File: src/rtl/prog_loader.sv
// rtl/prog_loader.sv - byte-stream program loader that fills program memory and releases the CPU
//
// Purpose:
//    Accepts a load stream made of three parts:
//    - a header byte N giving the word count, where 0 means 2^ADDR_W words;
//    - N words of 5 bytes each, sent MSB first;
//    - an XOR checksum over all data bytes.
//    Each assembled word is written to program memory.
//    A matching checksum releases the CPU.
//    A mismatching checksum raises a sticky error and keeps the CPU held.
//
// Ports:
//    i_clk         - clock, rising edge
//    i_rst_n       - asynchronous active-low reset
//    i_start       - single-cycle load request (honoured in IDLE/DONE/ERR only)
//    i_byte        - load-stream byte
//    i_byte_valid  - i_byte valid this cycle
//    o_byte_ready  - loader accepts a byte this cycle (HDR/DATA/CSUM)
//    o_mem_we      - one-cycle program-memory write strobe
//    o_mem_addr    - write address (holds last written value)
//    o_mem_wdata   - write data (holds last written value)
//    o_cpu_run     - CPU may execute (DONE)
//    o_busy        - load in progress (HDR/DATA/CSUM)
//    o_error       - checksum failure (ERR), sticky until i_start or reset

module prog_loader #(
   parameter int ADDR_W = 8,
   parameter int WORD_W = 40
) (
   input  logic              i_clk,
   input  logic              i_rst_n,
   input  logic              i_start,
   input  logic [7:0]        i_byte,
   input  logic              i_byte_valid,
   output logic              o_byte_ready,
   output logic              o_mem_we,
   output logic [ADDR_W-1:0] o_mem_addr,
   output logic [WORD_W-1:0] o_mem_wdata,
   output logic              o_cpu_run,
   output logic              o_busy,
   output logic              o_error
);

   // One extra bit so a full-depth count (2^ADDR_W) is representable.
   localparam int CNT_W = ADDR_W + 1;
   localparam logic [CNT_W-1:0] FULL_CNT = {1'b1, {ADDR_W{1'b0}}};
   localparam logic [CNT_W-1:0] ONE_CNT  = CNT_W'(1);

   typedef enum logic [2:0] {
      IDLE = 3'd0,
      HDR  = 3'd1,
      DATA = 3'd2,
      CSUM = 3'd3,
      DONE = 3'd4,
      ERR  = 3'd5
   } state_t;

   state_t            state;
   logic [CNT_W-1:0]  word_cnt;
   logic [CNT_W-1:0]  word_idx;
   logic [2:0]        byte_cnt;
   logic [7:0]        csum;
   // First four bytes of the word being assembled; the fifth byte is
   // appended directly when the write is issued.
   logic [WORD_W-9:0] asm_q;
   logic              accept;

   // All status outputs are decoded from the state register only, so
   // they change on clock edges and never depend on inputs.
   assign o_byte_ready = (state == HDR) || (state == DATA) || (state == CSUM);
   assign o_busy       = o_byte_ready;
   assign o_cpu_run    = (state == DONE);
   assign o_error      = (state == ERR);
   assign accept       = i_byte_valid && o_byte_ready;

   always_ff @(posedge i_clk or negedge i_rst_n) begin
      if (!i_rst_n) begin
         state       <= IDLE;
         word_cnt    <= '0;
         word_idx    <= '0;
         byte_cnt    <= '0;
         csum        <= '0;
         asm_q       <= '0;
         o_mem_we    <= 1'b0;
         o_mem_addr  <= '0;
         o_mem_wdata <= '0;
      end else begin
         o_mem_we <= 1'b0;
         case (state)
            IDLE, DONE, ERR: begin
               if (i_start) begin
                  state    <= HDR;
                  word_cnt <= '0;
                  word_idx <= '0;
                  byte_cnt <= '0;
                  csum     <= '0;
               end
            end
            HDR: begin
               if (accept) begin
                  word_cnt <= (i_byte == 8'd0) ? FULL_CNT : CNT_W'(i_byte);
                  state    <= DATA;
               end
            end
            DATA: begin
               if (accept) begin
                  csum <= csum ^ i_byte;
                  if (byte_cnt == 3'd4) begin
                     // Write is registered here; a byte accepted on the
                     // strobe cycle simply starts the next word.
                     o_mem_we    <= 1'b1;
                     o_mem_addr  <= word_idx[ADDR_W-1:0];
                     o_mem_wdata <= {asm_q, i_byte};
                     byte_cnt    <= 3'd0;
                     word_idx    <= word_idx + ONE_CNT;
                     if (word_idx + ONE_CNT == word_cnt) begin
                        state <= CSUM;
                     end
                  end else begin
                     asm_q    <= {asm_q[WORD_W-17:0], i_byte};
                     byte_cnt <= byte_cnt + 3'd1;
                  end
               end
            end
            CSUM: begin
               if (accept) begin
                  state <= (i_byte == csum) ? DONE : ERR;
               end
            end
            default: state <= IDLE;
         endcase
      end
   end

endmodule
File: config.mk
export PLATFORM = sky130hd
export DESIGN_NAME = prog_loader
export DESIGN_NICKNAME = d
export VERILOG_FILES = /design/src/rtl/prog_loader.sv
export SDC_FILE = /design/constraint.sdc
export NUM_CORES = 1
export LEC_CHECK = 0
export BUFFER_PORTS_ARGS = -buffer_cell sky130_fd_sc_hd__buf_2
export CORE_MARGIN = 4
export CORE_UTILIZATION = 39
export CTS_CLUSTER_SIZE = 28
export DETAILED_ROUTE_END_ITERATION = 8
export PLACE_DENSITY = 0.54
export SLEW_MARGIN = 10
export SYNTH_ARGS = -nofsm -noshare
export SYNTH_HDL_FRONTEND = slang
export SYNTH_SLANG_ARGS = --single-unit
File: constraint.sdc
create_clock -name i_clk -period 4.4 [get_ports i_clk]
set_input_delay 0.88 -clock i_clk [delete_from_list [all_inputs] [get_ports i_clk]]
set_output_delay 0.88 -clock i_clk [all_outputs]
set_load 0.02 [all_outputs]
==> results.ini <==
[clock_tree]
path_clk_slew_ps = 50
cts_resized = 0
cts_root_buf = clkbuf_16
worstSkewPairLatency_ps = 410
ctsHoldBuffers = 0
htreeDepth = 4
cts_setup_buffers = 0
clkSinkCount = 113
cts_tree = built
cts_buffers = 17
ctsLongestPathBuffers = 2

[worst_setup_path]
required_ps = 4690
critPathCaptureType = flop
crit_type = flop to flop
worst_ep_arrival_time_ps = 2910
slowest_delay_ps = 800
worstSetupStartpointType = flop
worstRegToRegCells = 4
crit_fanout = 33
cp_slowest_cell = nor2_4
r2r_end = asm_q[30]$_DFFE_PN0P_
path_cells = nor3b_4 > a32oi_2 > nor2_4 > mux2_2
rr_startpoint = state[2]$_DFFE_PN0P_
r2r_slack_ps = 1780

[detailed_routing]
drc = 0
first_pass_iters = 4
vias_per_cell = 5.04
postRouteAntennaNets = 0
drtIter0Drc = 250
wirelength_mm = 11.2
routedWlPerCell_um = 15.4
vias = 3667

[finish]
nNetsFinal = 564
area_growth_pct = 19.3
diodes = 0
drive_gt1_frac = 0.238
final_cells = 727
final_core_util = 0.484

[yosys]
syn-instance-count = 494
syn_avg_cell_area_um2 = 10.0
synth.distinct_cells = 49
synth_nets = 509
async_flop_share = 1.00
synth_seq_area_share = 0.571
ys_warn_count = 0
ys_seq_elements = 113
synth-edff-count = 0
synth_top_area_cell = dfrtp_1
synthesis.area_um2 = 4950
synth_area_leaders = dfrtp_1, nand2_1, mux2_2
synth_ff_type = dfrtp_1
netlist.area_leader.share = 0.571

[global_route]
grt-busiest-layer = met2
met1_usage = 0.228
antenna_found_initial = 0
overflow = 0
met2_usage = 0.238
grt_pass1_wl_mm = 18.7
grt_max_degree = 64
use_met3 = 0.0486
first_global_vias = 3613
grt_usage = 0.164

[worst_hold_path]
hold_class = flop to flop
min_to = o_mem_addr[7]$_DFFE_PN0P_
whs_path_depth = 2
min_from = o_mem_addr[7]$_DFFE_PN0P_

[power_and_ir_drop]
powerDensity_nw_per_um2 = 710
p_leak_nw = 2.94
finalPower_mw = 4.19
ir_drop_uv = 272

[sta]
worst_slew_pin_slew_ps = 930
max_freq_mhz = 382
relSlewSlack = 0.380
fin_worst_skew_ps = 8.65
grt_setup_unrepaired = no
holdWs_ps = 463
setup_viol = 0
post-route-min-period_ps = 2620
period_share = 0.595
slew_violations = 0
setup-tns-final_ps = 0
hold_viol_final = 0

[placed_design]
io_buffers = 64
place_congestion = 0.844
place_inst = 698
hpwl_mm = 7.34

[floorplan]
core_area_um2 = 12200
start_util = 0.406
die_h_um = 121
row_count = 40
die_x_um = 121
dieArea_um2 = 14600
io_pins = 65

[status]
outcome = completed

[run]
cap_viol_max_count = 0

[worst max-delay path, delay by kind of cell (launching register included)]
| family | cells | cell delay [ps] |
|---|---|---|
| flops | 1 | 510 |
| compound gates | 1 | 290 |
| mux | 1 | 420 |
| simple gates | 2 | 1260 |
[worst max-delay path by stage]
| stage | startpoint | endpoint |
|---|---|---|
| after floorplan | i_byte[2] | state[0]$_DFFE_PN0P_ |
| after global placement | i_start | asm_q[14]$_DFFE_PN0P_ |
| after detailed placement | i_byte_valid | asm_q[27]$_DFFE_PN0P_ |
| after CTS | state[2]$_DFFE_PN0P_ | asm_q[30]$_DFFE_PN0P_ |
| after global routing | state[2]$_DFFE_PN0P_ | asm_q[28]$_DFFE_PN0P_ |
| final | state[2]$_DFFE_PN0P_ | asm_q[30]$_DFFE_PN0P_ |
[final cells by class]
type | count | area (µm²)
clock inverter | 7 | 60.1
fill | 1162 | 6300
sequential | 113 | 2830
timing repair buffer | 67 | 345
tap | 168 | 210
inverter | 7 | 26.3
multi-input combinational | 343 | 1950
clock buffer | 22 | 484
[metrics by stage]
step           setup slack (ps)  instance area [µm²]
2_1_floorplan              2260                 4950
3_3_place_gp               1760                 5360
3_5_place_dp               1710                 5360
4_1_cts                    1750                 5910
5_1_grt                    1580                 5910
6_report                   1780                 5910
[synth_stat cells (all sizes together) (2+ instances only)]
| cell type | number |
|---|---|
| nand4 | 7 |
| nor3 | 2 |
| nor2 | 23 |
| o2111ai | 3 |
| xor2 | 5 |
| a22o | 9 |
| inv | 7 |
| o31ai | 4 |
| ha | 3 |
| nand2 | 161 |
| o21ai | 34 |
| o41ai | 2 |
| nand2b | 11 |
| buf | 11 |
| dfrtp | 113 |
| a31oi | 2 |
| mux2 | 33 |
| nor4 | 2 |
| and3 | 3 |
| xnor2 | 7 |
| nand3 | 7 |
| nand3b | 3 |
| nor3b | 2 |
| nor2b | 3 |
| clkbuf | 20 |
[cell usage in the layout (no fill, tap or decap), drive strengths merged, types with 9 or more instances in the layout]
master,n
nand2,161
dfrtp,113
buf,67
o21ai,34
mux2,33
nor2,23
clkbuf,22
nand2b,11
a22o,9
[flip-flops by register name, summed over array words and instances (netlist names)]
name / count
state: 3
csum: 8
asm_q: 32
o_mem_addr: 8
o_mem_we: 1
word_cnt: 9
word_idx: 9
byte_cnt: 3
o_mem_wdata: 40
[per-layer routing]
layer,vias up,share of wire
met3,20,0.052
met5,-,0
li1,1771,-
met1,1773,0.48
met4,0,0.016
met2,103,0.45
[power breakdown]
group / switching, mW / internal [mW] / leakage (nW) / total (mW)
combinational: 0.696 / 0.517 / 1.21 / 1.21
clock: 0.436 / 0.817 / 0.277 / 1.25
sequential: 0.288 / 1.44 / 1.45 / 1.73
total: 1.42 / 2.77 / 2.94 / 4.19
[cells by family after synthesis]
kind of cell    share of synthesized area
simple gates                        0.201
flops                               0.571
compound gates                     0.0900
buf+inv                            0.0344
mux                                0.0750
xor+xnor                           0.0212
fa+ha+maj                         0.00758
(Power assumes the default switching activity.)
